$ cat src/rtl/logic_box_cfg_loader.sv
// logic_box_cfg_loader
//   Serial configuration loader for NUM_TILES Logic_box tiles. A bit-serial stream arrives over a
//   valid/ready handshake. The loader hunts for SYNC_WORD, then shifts one FRAME_W-bit frame per
//   tile (tile 0 first, MSB first) into shadow registers. After the last frame it commits every
//   shadow slot to the active outputs in a single cycle, so tiles only ever see a complete
//   configuration.
//
//   Frame layout, MSB to LSB: sel_direction_BLEout[3:0], sel_direction[1:0], sel, lut[15:0].
//
//   Optional feature (macro LOGIC_BOX_CFG_PARITY_EN): each frame is followed by one parity bit,
//   which gives even parity over the frame plus the parity bit. A bad parity bit discards the
//   shadow contents and parks the loader in ERROR until the next start.
//
// Ports
//   clk                  : system clock, rising edge
//   reset                : synchronous, active-high reset
//   start                : one-cycle pulse; begins a load from IDLE, DONE or ERROR
//   bit_in, bit_valid    : serial data and its valid strobe
//   bit_ready            : loader accepts a bit this cycle (SYNC and LOAD)
//   lut                  : active LUT contents, tile k at [16k+15:16k]
//   sel                  : active sel, one bit per tile
//   sel_direction        : active sel_direction, 2 bits per tile
//   sel_direction_BLEout : active BLE output direction, 4 bits per tile
//   cfg_busy             : high in SYNC, LOAD and COMMIT
//   cfg_done             : high in DONE
//   cfg_error            : high in ERROR (always 0 without the parity option)
module logic_box_cfg_loader #(
  parameter int unsigned NUM_TILES = 2,
  parameter logic [7:0]  SYNC_WORD = 8'hA5
) (
  input  logic                     clk,
  input  logic                     reset,
  input  logic                     start,
  input  logic                     bit_in,
  input  logic                     bit_valid,
  output logic                     bit_ready,
  output logic [16*NUM_TILES-1:0]  lut,
  output logic [NUM_TILES-1:0]     sel,
  output logic [2*NUM_TILES-1:0]   sel_direction,
  output logic [4*NUM_TILES-1:0]   sel_direction_BLEout,
  output logic                     cfg_busy,
  output logic                     cfg_done,
  output logic                     cfg_error
);

  // Tied to the Logic_box port widths: 16 lut + 1 sel + 2 sel_direction + 4 BLEout.
  localparam int unsigned FRAME_W  = 23;
  localparam int unsigned TileCntW = $clog2(NUM_TILES + 1);

`ifdef LOGIC_BOX_CFG_PARITY_EN
  // The full frame must be held while the trailing parity bit is checked.
  localparam int unsigned FrameRegW = FRAME_W;
  localparam logic [4:0]  LastBit   = 5'(FRAME_W);
`else
  // The final frame bit goes straight from bit_in into the shadow slot.
  localparam int unsigned FrameRegW = FRAME_W - 1;
  localparam logic [4:0]  LastBit   = 5'(FRAME_W - 1);
`endif

  typedef enum logic [2:0] {
    StIdle,
    StSync,
    StLoad,
    StCommit,
    StDone,
    StError
  } state_e;

  state_e                 state_q, state_d;
  // Only 7 bits are stored; the 8th bit of the sync window is the incoming bit_in.
  logic [6:0]             window_q, window_d;
  logic [4:0]             bit_cnt_q, bit_cnt_d;
  logic [TileCntW-1:0]    tile_cnt_q, tile_cnt_d;
  logic [FrameRegW-1:0]   frame_q, frame_d;
  logic [FRAME_W-1:0]     shadow_q [NUM_TILES];
  logic [FRAME_W-1:0]     shadow_d [NUM_TILES];
  logic [16*NUM_TILES-1:0] lut_q, lut_d;
  logic [NUM_TILES-1:0]    sel_q, sel_d;
  logic [2*NUM_TILES-1:0]  dir_q, dir_d;
  logic [4*NUM_TILES-1:0]  ble_q, ble_d;

  logic                   xfer;
  logic [FRAME_W-1:0]     shifted;
  logic [FRAME_W-1:0]     frame_word;
  logic                   frame_good;

  assign bit_ready = (state_q == StSync) || (state_q == StLoad);
  assign cfg_busy  = (state_q == StSync) || (state_q == StLoad) || (state_q == StCommit);
  assign cfg_done  = (state_q == StDone);
`ifdef LOGIC_BOX_CFG_PARITY_EN
  assign cfg_error = (state_q == StError);
`else
  assign cfg_error = 1'b0;
`endif

  assign lut                  = lut_q;
  assign sel                  = sel_q;
  assign sel_direction        = dir_q;
  assign sel_direction_BLEout = ble_q;

  assign xfer    = bit_valid & bit_ready;
  assign shifted = {frame_q[FRAME_W-2:0], bit_in};

`ifdef LOGIC_BOX_CFG_PARITY_EN
  assign frame_word = frame_q;
  assign frame_good = (bit_in == ^frame_q);
`else
  assign frame_word = shifted;
  assign frame_good = 1'b1;
`endif

  always_comb begin
    state_d    = state_q;
    window_d   = window_q;
    bit_cnt_d  = bit_cnt_q;
    tile_cnt_d = tile_cnt_q;
    frame_d    = frame_q;
    shadow_d   = shadow_q;
    lut_d      = lut_q;
    sel_d      = sel_q;
    dir_d      = dir_q;
    ble_d      = ble_q;

    unique case (state_q)
      StIdle, StDone, StError: begin
        if (start) begin
          state_d  = StSync;
          window_d = '0;
        end
      end

      StSync: begin
        if (xfer) begin
          if ({window_q, bit_in} == SYNC_WORD) begin
            state_d    = StLoad;
            window_d   = '0;
            bit_cnt_d  = '0;
            tile_cnt_d = '0;
          end else begin
            window_d = {window_q[5:0], bit_in};
          end
        end
      end

      StLoad: begin
        if (xfer) begin
          if (bit_cnt_q != LastBit) begin
            bit_cnt_d = bit_cnt_q + 5'd1;
            frame_d   = shifted[FrameRegW-1:0];
          end else if (!frame_good) begin
            state_d = StError;
            for (int k = 0; k < NUM_TILES; k++) begin
              shadow_d[k] = '0;
            end
          end else begin
            for (int k = 0; k < NUM_TILES; k++) begin
              if (tile_cnt_q == TileCntW'(k)) begin
                shadow_d[k] = frame_word;
              end
            end
            bit_cnt_d  = '0;
            tile_cnt_d = tile_cnt_q + TileCntW'(1);
            if (tile_cnt_q == TileCntW'(NUM_TILES - 1)) begin
              state_d = StCommit;
            end
          end
        end
      end

      StCommit: begin
        for (int k = 0; k < NUM_TILES; k++) begin
          lut_d[16*k +: 16] = shadow_q[k][15:0];
          sel_d[k]          = shadow_q[k][16];
          dir_d[2*k +: 2]   = shadow_q[k][18:17];
          ble_d[4*k +: 4]   = shadow_q[k][22:19];
        end
        state_d = StDone;
      end

      default: state_d = StIdle;
    endcase
  end

  always_ff @(posedge clk) begin
    if (reset) begin
      state_q    <= StIdle;
      window_q   <= '0;
      bit_cnt_q  <= '0;
      tile_cnt_q <= '0;
      frame_q    <= '0;
      for (int k = 0; k < NUM_TILES; k++) begin
        shadow_q[k] <= '0;
      end
      lut_q <= '0;
      sel_q <= '0;
      dir_q <= '0;
      ble_q <= '0;
    end else begin
      state_q    <= state_d;
      window_q   <= window_d;
      bit_cnt_q  <= bit_cnt_d;
      tile_cnt_q <= tile_cnt_d;
      frame_q    <= frame_d;
      shadow_q   <= shadow_d;
      lut_q      <= lut_d;
      sel_q      <= sel_d;
      dir_q      <= dir_d;
      ble_q      <= ble_d;
    end
  end

endmodule

$ cat config.mk
export PLATFORM = sky130hd
export DESIGN_NAME = logic_box_cfg_loader
export DESIGN_NICKNAME = d
export VERILOG_FILES = /design/src/rtl/logic_box_cfg_loader.sv
export SDC_FILE = /design/constraint.sdc
export NUM_CORES = 1
export LEC_CHECK = 0
export BUFFER_PORTS_ARGS = -buffer_cell sky130_fd_sc_hd__buf_2
export CAP_MARGIN = 20
export CORE_ASPECT_RATIO = 0.6
export CORE_UTILIZATION = 52
export CTS_CLUSTER_DIAMETER = 100
export CTS_CLUSTER_SIZE = 24
export DETAILED_ROUTE_END_ITERATION = 16
export PLACE_DENSITY_LB_ADDON = 0.15
export SLEW_MARGIN = 20
export SYNTH_ARGS = -nofsm -noshare
export SYNTH_HDL_FRONTEND = slang
export SYNTH_SLANG_ARGS = --single-unit
$ cat constraint.sdc
create_clock -name clk -period 1.9 [get_ports clk]
set_input_delay 0.285 -clock clk [delete_from_list [all_inputs] [get_ports clk]]
set_output_delay 0.285 -clock clk [all_outputs]
set_load 0.01 [all_outputs]
==> results of run 1 <==
[layer usage]
metal  vias to the layer above  GRT usage [%]  wire (µm)
li1                       2225              -          -
met1                      2036          38.01       6296
met2                       166          35.08       4947
met3                        16          7.157        801
met4                         0          8.235        103
met5                         -              0          0
[worst register-to-register path, stage by stage (launching register included)]
cell and delay (ns):
dfxtp_1 0.39, ha_1 0.17, and4b_2 0.31, a21oi_1 0.13
nor4_2 0.37, mux2_2 0.37
[cell type report]
type	count	area share, %
tap	130	2.667
sequential	131	43.11
inverter	7	0.4309
clock buffer	24	8.391
timing repair buffer	73	7.673
multi-input combinational	437	35.74
clock inverter	8	1.990
[sequential cells by signal (all words and copies together), names as in the netlist]
register,count
tile_cnt_q,2
state_q,3
sel,2
frame_q,22
shadow_q,46
lut,32
sel_direction_BLEout,8
sel_direction,4
window_q,7
bit_cnt_q,5
[logic make-up after synthesis]
| family | share of synthesized area, % |
|---|---|
| flops | 52.22 |
| simple gates | 20.65 |
| other cells | 0.07467 |
| mux | 1.071 |
| buf+inv | 4.933 |
| compound gates | 19.88 |
| xor+xnor | 0.1744 |
| fa+ha+maj | 0.9966 |
[power groups by stage]
stage	combinational (mW)	sequential [mW]	clock, mW
after floorplan	0.482	2.85	0
after global placement	0.696	2.87	0
after detailed placement	0.711	2.88	0
after CTS	0.737	2.82	3.44
after global routing	0.827	2.83	3.58
final	0.767	2.83	3.40
[through the flow]
| step | hold WS, ns | setup WS, ns |
|---|---|---|
| final | 0.1951 | 0.05225 |
| after global routing | 0.1960 | 0.01559 |
| after CTS | 0.1762 | 0.005241 |
| after detailed placement | 0.4425 | 0.03920 |
| after global placement | 0.4409 | 0.08934 |
| after floorplan | 0.4210 | 0.006483 |
[placed cells by master, fill, tap and decap left out, drive strengths merged, types with 2 or more instances in the layout]
cell      n
ha        4
nand2   147
or3b      3
bufinv    3
and4b     2
o21ai    58
nor2b     3
nor3b     2
nor3      4
clkbuf   24
clkinv    4
a21oi   128
nand3    50
or3       2
nor2      4
mux2i     2
a211oi    3
dfxtp   131
buf      73
inv       7
and2      2
nand2b    5
o31ai     4
mux2      3
or4       3
[path summary, 6_finish.rpt]
check,slack (ns),endpoint,depth (start not counted),startpoint
max,0.05,state_q[0],5,bit_cnt_q[1]
min,0.20,frame_q[0],3,bit_in
max reg2reg,0.05,state_q[0],5,bit_cnt_q[1]
min reg2reg,0.45,lut[4],2,lut[4]
==> results.py, run 1 <==
metrics = {
    "setup_path": {
        "crit_buf_inv": 0,
        "critPathTopFamily": "simple AND/OR/NAND/NOR gates",
        "worstSetupEndpointType": "flop",
        "path_max_fanout": 7,
        "critPathRequiredTime_ns": 2.20,
        "worstPathArrival_ns": 2.14,
        "critPathMaxStageDelay_ns": 0.39,
        "path_cells": "ha_1 > and4b_2 > a21oi_1 > nor4_2 > mux2_2",
        "cp-start-kind": "flop",
        "crit_type": "reg2reg",
        "cp_slowest_cell": "dfxtp_1",
    },
    "global_route": {
        "grt_usage_pct": 25.54,
        "antenna_found_initial": 0,
        "grt_max_degree": 77,
        "grt_first_pass_wirelength_um": 19850,
        "overflow": 0,
        "grt_pass1_vias": 3940,
    },
    "power": {
        "p_sw_share_pct": 23.67,
        "vdd_drop_max_mv": 0.8220,
        "power.density_nw_per_um2": 1148,
        "switchingPower_mw": 1.657,
        "power_mw": 6.998,
        "pwr-share-comb_pct": 11.0,
        "p_int_mw": 5.342,
        "clockPowerShare_pct": 48.6,
        "seq_power_share_pct": 40.4,
        "p_leak_nw": 2.187,
    },
    "detailed_routing": {
        "drc_errors": 0,
        "viasPerCell": 5.485,
        "wl_per_cell_um": 15.00,
        "dr.pass1.iters": 5,
        "antenna_left": 0,
        "num_vias": 4443,
        "drt_iter0_markers": 385,
        "wl_um": 12150,
    },
    "sta": {
        "finalSetupTns_ns": 0,
        "relSlewSlack_pct": 52.85,
        "fin_crit_sh_pct": 97.25,
        "grt_setup_unrepaired": "no",
        "clock_skew_ns": 0.007259,
        "worst_pin_slew_ns": 0.7064,
        "period_minus_slack_ns": 1.848,
        "setup_viol": 0,
        "slew_viol_final": 0,
        "hold_viol": 0,
        "max_freq_mhz": 541.2,
    },
    "hold_path": {
        "hp-class": "in2reg",
    },
    "floorplan": {
        "std_cell_rows": 27,
        "start_util_pct": 54.26,
        "dieArea_um2": 10070,
        "coreArea_um2": 9256,
        "die_y_um": 78.13,
        "ios": 55,
        "die-width_um": 128.9,
    },
    "cts": {
        "cts_setup_buffers": 0,
        "tritoncts": "built",
        "insertion_delay_ns": 0.41,
        "cts_sinks": 131,
        "ctsHoldBuffers": 0,
        "cts_made_buffers": 17,
        "cts_root_buf": "clkbuf_16",
        "cts_max_level": 4,
        "clk_path_buf_depth": 2,
        "post_cts_resized": 5,
        "path_clk_slew_ns": 0.05,
    },
    "place": {
        "io_buffers": 53,
        "hpwl_um": 7593,
        "placedCellCount": 778,
        "place_area_um2": 5431,
        "gp_congestion": 0.8558,
    },
    "synthesis": {
        "synth_most_common_cell": "nand2_1",
        "ys_seq_area_share_pct": 52.22,
        "synthFlopType": "dfxtp_1",
        "syn_area_um2": 5022,
        "yosys.area.top_type": "dfxtp_1",
        "netlist_instances": 630,
        "yosys.area.top_type_share_pct": 52.22,
        "synth_area_per_cell_um2": 7.972,
        "synthTopCellsByArea": "dfxtp_1 (52%), a21oi_1 (13%), nand2_1 (11%), o21ai_0 (5.8%), nand3_1 (5.0%)",
        "async_flop_share_pct": 0,
        "synth_common_cells": "nand2_1 (147), dfxtp_1 (131), a21oi_1 (128)",
        "synth_nets": 639,
        "ys_ff_latch": 131,
        "synth_edf_count": 0,
        "ys_types": 36,
        "yosys_warnings": 0,
    },
    "flow_run": {
        "maxCapViolations": 0,
    },
    "cells_and_area": {
        "multi_input_area_um2": 2180,
        "fill_cells": 798,
        "drive_gt1_share_pct": 17.50,
        "regArea_um2": 2629,
        "fin_area_um2": 6098,
        "diodes": 0,
        "final_cells": 810,
        "final_nets": 676,
        "area_growth_pct": 21.43,
        "final_util_pct": 65.88,
    },
    "status": {
        "outcome": "completed",
    },
}
(Power assumes the default switching activity.)
==> run 2: changes to the inputs <==
--- a/config.mk
+++ b/config.mk
@@ -5,6 +5,7 @@
 export SDC_FILE = /design/constraint.sdc
 export NUM_CORES = 1
 export LEC_CHECK = 0
+export ABC_AREA = 1
 export BUFFER_PORTS_ARGS = -buffer_cell sky130_fd_sc_hd__buf_2
 export CAP_MARGIN = 20
 export CORE_ASPECT_RATIO = 0.6
==> results.py, run 2 <==
metrics = {
    "status": {
        "outcome": "completed",
    },
    "cts": {
        "clk_path_buf_depth": 2,
        "cts_max_level": 4,
        "cts_root_buf": "clkbuf_16",
        "path_clk_slew_ns": 0.05,
        "tritoncts": "built",
        "insertion_delay_ns": 0.42,
        "cts_made_buffers": 17,
        "cts_sinks": 131,
    },
    "sta": {
        "relSlewSlack_pct": 47.86,
        "max_freq_mhz": 553.8,
        "worst_pin_slew_ns": 0.7810,
        "finalSetupTns_ns": 0,
        "slew_viol_final": 0,
        "hold_viol": 0,
        "setup_viol": 0,
        "clock_skew_ns": 0.007042,
        "fin_crit_sh_pct": 95.04,
        "setup_ws_ns": 0.09423,
        "period_minus_slack_ns": 1.806,
    },
    "place": {
        "place_area_um2": 5315,
        "gp_congestion": 0.8643,
        "io_buffers": 53,
        "place_ws_ns": 0.07788,
        "placedCellCount": 813,
        "hpwl_um": 7399,
    },
    "detailed_routing": {
        "wl_per_cell_um": 13.81,
        "drc_errors": 0,
        "num_vias": 4407,
        "antenna_left": 0,
        "wl_um": 11660,
        "viasPerCell": 5.222,
        "drt_iter0_markers": 419,
        "dr.pass1.iters": 5,
    },
    "cells_and_area": {
        "final_cells": 844,
        "drive_gt1_share_pct": 15.13,
        "final_cell_mix": "nor2_1 (163), dfxtp_1 (131), nand2_1 (96)",
        "layout_commonest_cell": "nor2_1",
        "top_register": "shadow_q",
        "final_nets": 711,
        "fin_area_um2": 5891,
        "largest_reg_flops": 46,
        "area_growth_pct": 18.08,
        "diodes": 0,
    },
    "setup_path": {
        "cp_slowest_cell": "dfxtp_1",
        "r2r_start": "bit_cnt_q[0]",
        "worstSetupEndpointType": "flop",
        "critPathTopFamily": "simple AND/OR/NAND/NOR gates",
        "path_max_fanout": 24,
        "critPathMaxStageDelay_ns": 0.35,
        "reg2reg_depth": 10,
        "crit_type": "reg2reg",
        "critPathRequiredTime_ns": 2.24,
        "crit_buf_inv": 3,
        "cp.depth": 10,
        "cpMostUsedCell": "nand2_1",
        "path_cells": "inv_1 > ha_1 > nand2_1 > inv_1 > nand2_1 > nand2_1 > nor2_4 > inv_4 > or2_0 > a21oi_1",
        "reg2reg_to": "bit_cnt_q[1]",
        "cp-start-kind": "flop",
        "worstPathArrival_ns": 2.14,
        "regToRegSetupSlack_ns": 0.09,
    },
    "synthesis": {
        "yosys_warnings": 0,
        "synthTopCellsByArea": "dfxtp_1 (53%), nor2_1 (12%), nand2_1 (7.2%), o21ai_0 (6.3%), a21oi_1 (5.7%)",
        "synth_most_common_cell": "nor2_1",
        "synth_edf_count": 0,
        "ys_ff_latch": 131,
        "synth_area_per_cell_um2": 7.581,
        "synth_common_cells": "nor2_1 (163), dfxtp_1 (131), nand2_1 (96)",
        "ys_seq_area_share_pct": 52.57,
        "async_flop_share_pct": 0,
        "netlist_instances": 658,
        "ys_types": 28,
        "synthFlopType": "dfxtp_1",
        "yosys.area.top_type_share_pct": 52.57,
        "syn_area_um2": 4989,
        "yosys.area.top_type": "dfxtp_1",
        "synth_nets": 667,
    },
    "hold_path": {
        "hp-class": "in2reg",
        "holdPathStages": 3,
        "worstHoldStart": "bit_in",
        "min_to": "frame_q[0]",
    },
    "global_route": {
        "grt_max_degree": 61,
        "overflow": 0,
        "grt_first_pass_wirelength_um": 19850,
        "grt_pass1_vias": 4088,
        "grt_usage_pct": 25.51,
        "antenna_found_initial": 0,
    },
    "floorplan": {
        "die-width_um": 128.4,
        "die_y_um": 77.87,
        "start_util_pct": 53.89,
        "std_cell_rows": 27,
        "dieArea_um2": 10000,
        "ios": 55,
        "coreArea_um2": 9256,
    },
    "flow_run": {
        "maxCapViolations": 0,
    },
    "power": {
        "vdd_drop_max_mv": 0.6676,
        "p_leak_nw": 2.656,
        "power.density_nw_per_um2": 1327,
    },
}
==> run 2: cells by family (layout without fill, tap and decap cells) <==
| family | count (synthesis) | in the layout | share of synthesized area (%) |
|---|---|---|---|
| AND/OR/NAND/NOR | 324 | 324 | 26.79 |
| flip-flops | 131 | 131 | 52.57 |
| XOR/XNOR | 2 | 2 | 0.3512 |
| adder cells (fa/ha/maj) | 4 | 4 | 1.003 |
| other | 1 | 1 | 0.07517 |
| buffers and inverters | 64 | 120 | 5.969 |
| AO/OA/AOI/OAI | 132 | 132 | 13.24 |
==> run 2: worst max-delay path by stage <==
stage,start,end,slack (ns)
after CTS,bit_cnt_q[0],bit_cnt_q[1],0.05
after global routing,bit_cnt_q[0],bit_cnt_q[1],-0.005
after floorplan,bit_cnt_q[0],frame_q[10],0.38
after detailed placement,bit_cnt_q[0],bit_cnt_q[1],0.08
after global placement,bit_cnt_q[0],bit_cnt_q[1],0.22
final,bit_cnt_q[0],bit_cnt_q[1],0.09
==> run 2: stage by stage <==
| stage | hold WS (ns) | total power [mW] | util [%] |
|---|---|---|---|
| 2_1_floorplan | 0.4199 | 4.244 | - |
| 3_3_place_gp | 0.4508 | 4.658 | 57.42 |
| 4_1_cts | 0.2188 | 7.839 | 63.57 |
| 3_5_place_dp | 0.4553 | 4.710 | 57.42 |
| 5_1_grt | 0.2663 | 8.230 | 63.64 |
| 6_report | 0.2366 | 7.820 | 63.64 |
==> run 2: final cells by class <==
cell class	count	area (µm²)
Clock inverter	10	108.9
Multi-Input combinational cell	463	2068
Sequential cell	131	2623
Fill cell	845	3366
Inverter	23	88.84
Timing Repair Buffer	66	379.1
Clock buffer	21	460.4
Tap cell	130	162.7
==> run 2: worst reg2reg max path: cells and delay by family (launching register included) <==
kind	cells	cell delay, ns
buf+inv	3	0.26
fa+ha+maj	1	0.20
compound gates	1	0.15
simple gates	5	0.77
flops	1	0.35
==> run 2: report_power, final <==
group	switching [mW]	total (mW)	leakage [nW]	internal (mW)
clock network	1.15	3.13	0.278	1.98
registers	0.268	3.35	1.06	3.08
logic	0.895	1.34	1.32	0.446
total	2.31	7.82	2.66	5.50
==> run 2: what timing repair did <==
action | CTS | global route
hold buffers | 0 | 0
endpoints found under the setup margin | 0 | 2
endpoints found under the hold margin | 0 | 0
setup buffers | 0 | 0
gates resized for setup | 0 | 3
==> run 2: routing by layer <==
metal  routed length (µm)  track usage, %  vias to the layer above
met5                    0               0                        -
met1                 5989           36.56                     2007
li1                     -               -                     2223
met4                  219           11.88                        0
met3                  729           5.310                       24
met2                 4718           36.49                      153
==> run 3: changes to the inputs <==
--- a/config.mk
+++ b/config.mk
@@ -14,6 +14,7 @@
 export CTS_CLUSTER_SIZE = 24
 export DETAILED_ROUTE_END_ITERATION = 16
 export PLACE_DENSITY_LB_ADDON = 0.15
+export SETUP_SLACK_MARGIN = 0.2
 export SLEW_MARGIN = 20
 export SYNTH_ARGS = -nofsm -noshare
 export SYNTH_HDL_FRONTEND = slang
==> results.py, run 3 (synthesized netlist as in run 2, its figures left out) <==
metrics = {
    "status": {
        "outcome": "completed",
    },
    "floorplan": {
        "coreArea_um2": 9256,
        "std_cell_rows": 27,
        "die-width_um": 128.4,
        "dieArea_um2": 10000,
        "die_y_um": 77.87,
        "start_util_pct": 53.89,
        "ios": 55,
    },
    "setup_path": {
        "worstPathArrival_ns": 2.06,
        "critPathRequiredTime_ns": 2.23,
        "worstSetupEndpointType": "flop",
        "crit_type": "reg2reg",
        "path_max_fanout": 12,
        "cp-start-kind": "flop",
    },
    "sta": {
        "whs_ns": 0.2337,
        "relSlewSlack_pct": 59.80,
        "clock_skew_ns": 0.006659,
        "period_minus_slack_ns": 1.731,
        "grt_setup_unrepaired": "yes",
        "hold_viol": 0,
        "worst_pin_slew_ns": 0.6030,
        "setup_viol": 0,
        "fin_crit_sh_pct": 91.12,
        "slew_viol_final": 0,
        "max_freq_mhz": 577.6,
        "finalSetupTns_ns": 0,
    },
    "cells_and_area": {
        "final_cell_mix": "nor2_1 (161), dfxtp_1 (128), nand2_1 (94)",
        "final_cells": 851,
        "final_util_pct": 65.00,
        "final_nets": 718,
        "layout_commonest_cell": "nor2_1",
        "diodes": 0,
        "largest_reg_flops": 46,
        "area_growth_pct": 20.62,
        "top_register": "shadow_q",
        "drive_gt1_share_pct": 16.92,
    },
    "flow_run": {
        "maxCapViolations": 0,
    },
    "place": {
        "io_buffers": 53,
        "hpwl_um": 7399,
        "placedCellCount": 813,
        "gp_congestion": 0.8643,
    },
    "detailed_routing": {
        "viasPerCell": 5.288,
        "drt_iter0_markers": 495,
        "wl_um": 12010,
        "antenna_left": 0,
        "drc_errors": 0,
        "num_vias": 4500,
        "dr.pass1.iters": 6,
        "wl_per_cell_um": 14.11,
    },
    "cts": {
        "path_clk_slew_ns": 0.06,
        "cts_root_buf": "clkbuf_16",
        "cts_made_buffers": 17,
        "tritoncts": "built",
        "clk_path_buf_depth": 2,
        "ctsHoldBuffers": 0,
        "cts_max_level": 4,
        "insertion_delay_ns": 0.41,
        "cts_sinks": 131,
    },
    "global_route": {
        "overflow": 0,
        "grt_first_pass_wirelength_um": 19870,
        "grt_usage_pct": 25.52,
        "grt_pass1_vias": 4093,
        "grt_max_degree": 61,
        "antenna_found_initial": 0,
    },
    "power": {
        "p_sw_share_pct": 29.79,
        "seq_power_share_pct": 42.3,
        "vdd_drop_max_mv": 0.6883,
        "switchingPower_mw": 2.364,
        "p_leak_nw": 2.719,
        "p_int_mw": 5.571,
        "pwr-share-comb_pct": 18.3,
        "power_mw": 7.935,
        "power.density_nw_per_um2": 1319,
        "clockPowerShare_pct": 39.4,
    },
    "hold_path": {
        "hp-class": "in2reg",
    },
}
==> run 3: cell types whose count changed in the layout (fill, tap and decap cells not counted), sizes merged <==
| cell | before | now |
|---|---|---|
| inv | 22 | 23 |
| buf | 66 | 72 |
==> run 3: area by class of cell <==
class	count	area, µm²
Clock buffer	21	460.4
Clock inverter	10	108.9
Fill cell	834	3239
Inverter	23	96.34
Multi-Input combinational cell	463	2093
Sequential cell	131	2626
Tap cell	130	162.7
Timing Repair Buffer	72	462.9
Timing Repair inverter	1	6.256
==> run 3: power groups by stage <==
stage / clock (mW) / combinational, mW / sequential (mW)
after global routing: 3.30 / 1.65 / 3.40
after global placement: 0 / 1.28 / 3.38
final: 3.13 / 1.45 / 3.36
after CTS: 3.17 / 1.33 / 3.34
after detailed placement: 0 / 1.32 / 3.39
after floorplan: 0 / 0.838 / 3.41
==> run 3: path summary, 6_finish.rpt <==
path | start | end | slack (ns) | cells past startpoint
hold reg to reg | shadow_q[15] | shadow_q[15] | 0.46 | 2
setup / recovery | bit_cnt_q[0] | bit_cnt_q[1] | 0.17 | 10
setup reg to reg | bit_cnt_q[0] | bit_cnt_q[1] | 0.17 | 10
hold / removal | bit_in | frame_q[0] | 0.23 | 3
==> run 3: what timing repair did <==
action | CTS | global route
endpoints found under the hold margin | 0 | 0
setup buffers | 0 | 6
gates resized for setup | 3 | 23
endpoints found under the setup margin | 7 | 124
pin swaps | 0 | 1
gates cloned | 0 | 1
==> run 3: metrics by stage <==
stage	instance area, µm²	setup slack (ns)
after floorplan	4989	0.3757
after global placement	5315	0.2216
after detailed placement	5315	0.07788
after CTS	5892	0.2231
after global routing	6017	0.05333
final	6017	0.1687
==> run 3: worst max-delay path: stages, from the launching register on <==
cell	delay, ns
dfxtp_2	0.34
inv_1	0.08
ha_1	0.20
nand2_1	0.06
inv_1	0.06
nand2_4	0.11
nand2_4	0.07
nor2_4	0.25
inv_8	0.08
or2_0	0.21
a21oi_1	0.18
==> run 3: per-layer routing <==
| metal | GRT usage, % | share of wire (%) | vias to the layer above |
|---|---|---|---|
| li1 | - | - | 2239 |
| met1 | 36.61 | 51 | 2067 |
| met2 | 36.43 | 41 | 174 |
| met3 | 5.310 | 5.9 | 20 |
| met4 | 12.00 | 1.6 | 0 |
| met5 | 0 | 0 | - |
